## src/rtl/watch_mode_ctrl.sv

```systemverilog
// Watch front-panel controller: button edges drive mode selection and a digit-cursor
// edit session with blinking, and the selected source is registered out to the display.
module watch_mode_ctrl #(
  parameter int                    NUM_DIGITS = 4,
  parameter int                    NUM_MODES  = 4,
  parameter logic [NUM_MODES-1:0]  EDIT_MASK  = NUM_MODES'(4'b0101),
  parameter int                    BLINK_HALF = 25_000_000,
  localparam int                   MW = $clog2(NUM_MODES),
  localparam int                   DW = $clog2(NUM_DIGITS),
  localparam int                   CW = $clog2(BLINK_HALF),
  localparam int                   SW = NUM_DIGITS*4
) (
  input  logic                        clk,
  input  logic                        rst_n,
  input  logic                        mode_btn,
  input  logic                        set_btn,
  input  logic                        next_btn,
  input  logic                        up_btn,
  input  logic [NUM_MODES*SW-1:0]     src_digits,
  output logic [MW-1:0]               mode,
  output logic                        edit_active,
  output logic [DW-1:0]               edit_sel,
  output logic                        edit_up,
  output logic                        edit_commit,
  output logic                        edit_abort,
  output logic [SW-1:0]               dis,
  output logic [NUM_DIGITS-1:0]       blank
);

  typedef enum logic [1:0] {VIEW, EDIT, COMMIT} state_t;

  state_t          state, state_nx;
  logic [3:0]      btn, prev, rise;
  logic [MW-1:0]   mode_nx;
  logic [DW-1:0]   sel_nx;
  logic [CW-1:0]   cnt, cnt_nx;
  logic            phase_off, phase_nx;
  logic            up_nx, commit_nx, abort_nx;
  logic [SW-1:0]   src_arr [NUM_MODES];

  for (genvar m = 0; m < NUM_MODES; m++) begin : g_src
    assign src_arr[m] = src_digits[m*SW +: SW];
  end

  // bit order: 0 mode, 1 set, 2 next, 3 up
  assign btn  = {up_btn, next_btn, set_btn, mode_btn};
  assign rise = btn & ~prev;

  always_comb begin
    state_nx  = state;
    mode_nx   = mode;
    sel_nx    = edit_sel;
    up_nx     = 1'b0;
    commit_nx = 1'b0;
    abort_nx  = 1'b0;
    cnt_nx    = '0;
    phase_nx  = 1'b0;
    if (state == EDIT) begin
      if (cnt == CW'(BLINK_HALF-1)) begin
        cnt_nx   = '0;
        phase_nx = ~phase_off;
      end else begin
        cnt_nx   = cnt + 1'b1;
        phase_nx = phase_off;
      end
    end
    // a set rise shadows every other rise in the same cycle, even when ignored
    case (state)
      VIEW: begin
        if (rise[1]) begin
          if (EDIT_MASK[mode]) begin
            state_nx = EDIT;
            sel_nx   = DW'(NUM_DIGITS-1);
          end
        end else if (rise[0]) begin
          mode_nx = (mode == MW'(NUM_MODES-1)) ? '0 : mode + 1'b1;
        end
      end
      EDIT: begin
        if (rise[1]) begin
          state_nx  = COMMIT;
          commit_nx = 1'b1;
        end else if (rise[0]) begin
          state_nx = VIEW;
          abort_nx = 1'b1;
        end else if (rise[2]) begin
          sel_nx   = (edit_sel == '0) ? DW'(NUM_DIGITS-1) : edit_sel - 1'b1;
          cnt_nx   = '0;
          phase_nx = 1'b0;
        end else if (rise[3]) begin
          up_nx    = 1'b1;
          cnt_nx   = '0;
          phase_nx = 1'b0;
        end
      end
      COMMIT:  state_nx = VIEW;
      default: state_nx = VIEW;
    endcase
    if (state_nx != EDIT) begin
      cnt_nx   = '0;
      phase_nx = 1'b0;
    end
  end

  always_ff @(posedge clk or negedge rst_n) begin
    if (!rst_n) begin
      state       <= VIEW;
      prev        <= '1;
      mode        <= '0;
      edit_sel    <= '0;
      cnt         <= '0;
      phase_off   <= 1'b0;
      edit_up     <= 1'b0;
      edit_commit <= 1'b0;
      edit_abort  <= 1'b0;
      dis         <= '0;
    end else begin
      state       <= state_nx;
      prev        <= btn;
      mode        <= mode_nx;
      edit_sel    <= sel_nx;
      cnt         <= cnt_nx;
      phase_off   <= phase_nx;
      edit_up     <= up_nx;
      edit_commit <= commit_nx;
      edit_abort  <= abort_nx;
      dis         <= src_arr[mode];
    end
  end

  assign edit_active = (state == EDIT);

  always_comb begin
    blank = '0;
    if (state == EDIT && phase_off) blank[edit_sel] = 1'b1;
  end

endmodule

```

## config.mk

```make
export PLATFORM = sky130hd
export DESIGN_NAME = watch_mode_ctrl
export DESIGN_NICKNAME = d
export VERILOG_FILES = /design/src/rtl/watch_mode_ctrl.sv
export SDC_FILE = /design/constraint.sdc
export NUM_CORES = 1
export LEC_CHECK = 0
export BUFFER_PORTS_ARGS = -buffer_cell sky130_fd_sc_hd__buf_2
export CORE_MARGIN = 2
export CORE_UTILIZATION = 50
export DETAILED_ROUTE_END_ITERATION = 6
export PLACE_DENSITY = 0.9
export SLEW_MARGIN = 20
export SYNTH_ARGS = -nofsm -noshare
export SYNTH_HDL_FRONTEND = slang
export SYNTH_SLANG_ARGS = --single-unit
```

## constraint.sdc

```tcl
create_clock -name clk -period 2.5 [get_ports clk]
set_input_delay 0.125 -clock clk [delete_from_list [all_inputs] [get_ports clk]]
set_output_delay 0.125 -clock clk [all_outputs]
set_load 0.1 [all_outputs]
```

* Word-level counts from Yosys, hierarchy flattened
Cells that the tools add are included.
** Word-level totals
- Output and inout bits :: 28
- Word-level logic and storage cells :: 85
- Flip-flop bits (word level) :: 55
- Input port bits :: 70
** Operators by class
- Add/subtract/negate cells :: 3
- Equal/unequal tests :: 9
- Order comparisons :: 4
- Bitwise gates (word level) :: 5
- Muxes and demuxes :: 47
- Reduce and logical (&&, ||, !) cells :: 7
** Operators by type and width (count)
- 25-bit two-way mux :: 8
- 16-bit binary-select mux with 2-bit select :: 1
- 16-bit two-way mux :: 2
- 25-bit by 1-bit adder with 25-bit output (second input constant) :: 1
- 25-bit equality test (second input constant) :: 1
- 2-bit two-way mux :: 11
- 1-bit two-way mux :: 20
- 2-bit != test (second input constant) :: 4
- 2-bit one-hot mux with 2 select lines :: 2
- 2-bit by 3-bit < comparator with 1-bit output (second input constant) :: 2
- 6-bit AND reduction :: 1
- 4-bit AND :: 1
- 2-bit logical NOT :: 2
- 4-bit two-way mux :: 1
- 2-bit by 1-bit != test with 1-bit output (second input constant) :: 2
- 4-bit inverter :: 1
- 3-bit greater-or-equal comparator (second input constant) :: 1
- 2-bit inverter with 3-bit output :: 1
- 3-bit AND reduction :: 1
- 2-bit by 1-bit adder with 2-bit output (second input constant) :: 1
- 1-bit binary-select mux with 2-bit select :: 1
- 1-bit demux with 2-bit select :: 1
- 2-bit by 1-bit equality test with 1-bit output (second input constant) :: 1
- 2-bit equality test (second input constant) :: 1
- other kinds (5) :: 7

* Logic depth before layout (Yosys ltp)
- Word-level depth :: 9
- Mapped depth :: 7
- Mapped depth without buffers :: 5

* Least setup slack after synthesis
Ideal clock, no wire load.
- Path kind :: register to register
- Start point :: register state[1]
- End point :: register cnt[19]
- Stages on the path, launching flop included :: 5
- Buffers on the path :: 1
- Arrival time :: 2987 ps
- Setup time :: 94 ps
- Required time :: 2406 ps
- Clock period less this slack :: 3081 ps
- Path slack :: -581 ps
- Cell sequence :: dfrtp_1 > nor2_1 > nand4_1 > clkbuf_1 > a211oi_1
** On the way
- Longest elaborated chain between the ends :: 8
- Elaborated cells on any way between the ends :: 15
- Those cells by class :: eq/ne (2); mux (12); reduce/logical (1)
** Ends and longest elaborated chain
- start: declaration :: line 32 : state_t state, state_nx;
- start signal: assignment :: line 118 : state <= state_nx;
- 2-bit by 1-bit equality test with 1-bit output *
- net edit_active :: line 21 : output logic edit_active,
- 25-bit two-way mux :: line 58 : if (state == EDIT) begin
- 25-bit two-way mux :: line 90 : end else if (rise[3]) begin
- 25-bit two-way mux :: line 86 : end else if (rise[2]) begin
- 25-bit two-way mux :: line 83 : end else if (rise[0]) begin
- 25-bit two-way mux :: line 80 : if (rise[1]) begin
- 25-bit two-way mux :: line 68 : case (state)
- 25-bit two-way mux * :: line 99 : if (state_nx != EDIT) begin
- net cnt_nx[19] :: line 36 : logic [CW-1:0] cnt, cnt_nx;
- end signal: assignment :: line 122 : cnt <= cnt_nx;
- end: declaration :: line 36
The timed path passes the listed nets; every way through them passes the cells marked *.
A chain may end at the register's enable or synchronous reset.

* Worst setup path in the final report
- Start point :: register cnt[0]
- End point :: register cnt[24]
** On the way
- Longest elaborated chain between the ends :: 9
- Elaborated cells on any way between the ends :: 10
- Those cells by class :: add/sub (1); eq/ne (1); mux (8)
** Ends and longest elaborated chain
- 25-bit by 1-bit adder with 25-bit output or 25-bit equality test (tied branches) :: line 63, 59
- 25-bit two-way mux * :: line 59 : if (cnt == CW'(BLINK_HALF-1)) begin
- 25-bit two-way mux * :: line 58
- 25-bit two-way mux :: line 90
- 25-bit two-way mux :: line 86
- 25-bit two-way mux :: line 83
- 25-bit two-way mux :: line 80
- 25-bit two-way mux * :: line 68
- 25-bit two-way mux * :: line 99
- net cnt_nx[24] :: line 36
Marks and branches as above.

==> reports/metrics.cfg <==
[clock_network]
clkTransAtPathRegs_ns=0.11
ctsRootBufferMaster=clkbuf_8
post_cts_buffers=0
clock-sinks=55
cts_tree=yes
cts_buffers=5
h-tree-depth=2
cts_max_path_buffers=2
clock_latency_ns=0.31

[final_layout]
num-fill-cells=414
layout_commonest_cell=buf_2
drive_gt1_share_pct=43.7
layout.nets=409
layout_common_cells=buf_2 (97), dfrtp_1 (49), nor3_1 (20), mux4_2 (16), inv_1 (12)
diodes=0
syn2layout_area_growth_pct=26.2

[place]
place_ws_ns=0.276
routabilityCongestion=0.848
port-buffer-count=97
dpl.hpwl_um=5140

[pwr]
cellPowerDensity_nw_per_um2=1100
ir_drop_uv=1040
p_leak_nw=1.54
total_power_mw=3.84

[global_route]
first_global_vias=2371
grtUsageMet3_pct=6.67
grt-ovfl-total=0
groute.usage.overall_pct=23.8
grt_max_degree=38
busiest_layer=met2
grt_pass1_wl_um=11300
grt_use_met2_pct=44.5
grt_use_met1_pct=26.5
grt_antenna_before_repair=0

[critical_path]
critPathBufInv=0
crit_chain=ha_1 > nand2_1 > or4_1 > or4_1 > a211oi_1
critPathCaptureType=flop
cp-startpoint=cnt[0]
start_kind=flop
path_depth=5
required_ns=2.73
cp_common_cell=or4_1
slowest_delay_ns=0.72
r2r_cells=5
crit_slowest_cell=or4_1
r2r-start=cnt[0]
crit_fanout=12
critPathTopFamily=simple AND/OR/NAND/NOR gates
crit_arrival_ns=2.51
crit_type=flop to flop

[routing]
drt_wl_total_um=6880
wire_per_inst_um=17.0
ant_nets=0
drt_first_pass_iters=4
viasPerCell=5.68
drtIter0Drc=81
drc=0
via_count=2294

[sta]
period_share_pct=91.2
period_minus_slack_ns=2.28
grt_setup_unrepaired=no
relSlewSlack_pct=66.7
worst_pin_slew_ns=0.504
finalMaxSlewViolations=0
setup_viol=0
fin_skew_ns=0.00956
setup_slack_ns=0.221
setup_tns_ns=0
fmax_mhz=439
hold_violations=0

[yosys]
synth_top_family_by_area=simple AND/OR/NAND/NOR gates
syn_inst=228
synth_cell_types=38
synth_simple_gate_area_share_pct=17.5
ys_seq_area_share_pct=49.9
yosysWarningCount=0
synthMuxAreaShare_pct=14.2
synthXorXnorAreaFrac_pct=3.80
syn_area_per_cell_um2=12.1
syn-cell-area_um2=2770
ys_ff_latch=55
synthAdderAreaFrac_pct=3.62
synth_compound_area_share_pct=7.46
syn_nets=306

[floorplan]
initial_core_util_pct=50.9
core_region_area_um2=5440
die_h_um=78.4
row_count=27
ios=98
die_w_um=78.4
dieArea_um2=6150

[status]
outcome=finished clean

[min_path]
min-delay-start=src_digits[9]
holdPathStages=2
hold_path_class=primary input to flop

[job]
drv_cap=0

-- power breakdown --
part	total [mW]	internal (mW)	switching, mW
Clock	0.543	0.234	0.309
Sequential	1.20	1.07	0.133
Combinational	2.09	0.462	1.63
Total	3.84	1.77	2.07
-- metal layers --
layer / wire (um) / vias to the layer above
met5: 0 / -
met4: 117 / 0
met3: 466 / 13
met2: 3790 / 83
met1: 2500 / 1138
li1: - / 1060
-- state kept, by name, summed over array words and instances (netlist names) --
name and flops:
dis 16, edit_sel 2, edit_commit 1, mode 2, state 2, prev 4
edit_up 1, cnt 25, phase_off 1, edit_abort 1
-- through the flow --
step	std cells	util (%)	hold slack (ns)	area (um2)
global placement	391	61.4	0.0769	3340
detailed placement	391	61.4	0.0822	3340
global route	404	64.2	0.104	3490
floorplan	228	-	-0.171	2770
finish	404	64.2	0.117	3490
CTS	404	64.2	0.116	3490
-- layout make-up --
type	instances	area (um2)	area share, %
Sequential cell	55	1380	39.6
Clock buffer	6	82.6	2.36
Clock inverter	2	20.0	0.573
Timing Repair Buffer	107	573	16.4
Tap cell	72	90.1	2.58
Inverter	12	45.0	1.29
Multi-Input combinational cell	150	1300	37.2
-- synthesized netlist by cell type --
cell       number  area, um2
dfrtp_1        51       1280
nor3_1         21        105
mux4_2         16        360
inv_1          12       45.0
xnor2_1        10       87.6
a211oi_1        9       67.6
clkbuf_1        8       30.0
ha_1            8        100
nand2_1         8       30.0
nand3_1         8       40.0
nor2_1          7       26.3
o31ai_1         7       52.6
and3_1          6       37.5
or4_1           6       45.0
o21ai_0         5       25.0
or3_1           5       31.3
a21oi_1         4       20.0
dfstp_2         4        105
nand4_1         4       25.0
nand2b_1        3       18.8
or4_4           3       33.8
a211oi_2        2       25.0
and4_1          2       17.5
buf_2           2       10.0
mux2_2          2       22.5
nor4_1          2       12.5
xor2_1          2       17.5
a21o_1          1       7.51
buf_6           1       11.3
mux2i_1         1       10.0
nand3_2         1       10.0
nand4_2         1       12.5
nor2b_1         1       6.26
nor3b_1         1       7.51
nor4bb_1        1       10.0
o2111ai_1       1       8.76
or2_2           1       6.26
or4b_2          1       10.0
-- logic make-up after synthesis --
family                   Yosys count
adder cells (fa/ha/maj)            8
AO/OA/AOI/OAI                     29
AND/OR/NAND/NOR                   82
buffers and inverters             23
multiplexers                      19
XOR/XNOR                          12
flip-flops                        55
-- timing repair --
| action | CTS | global route |
|---|---|---|
| hold buffers | 5 | 0 |
| hold endpoints to repair | 22 | 0 |
| endpoints found under the setup margin | 0 | 0 |
| gates resized for setup | 0 | 0 |
-- worst paths after layout --
path                                 to  slack, ns
worst max-delay path            cnt[24]       0.22
worst min-delay path             dis[9]       0.12
worst max register to register  cnt[24]       0.22
worst min register to register   cnt[0]       0.48
max in group asynchronous       mode[0]       1.41
min in group asynchronous       cnt[23]       0.27
Note: power is estimated with default switching activity, not from simulation.
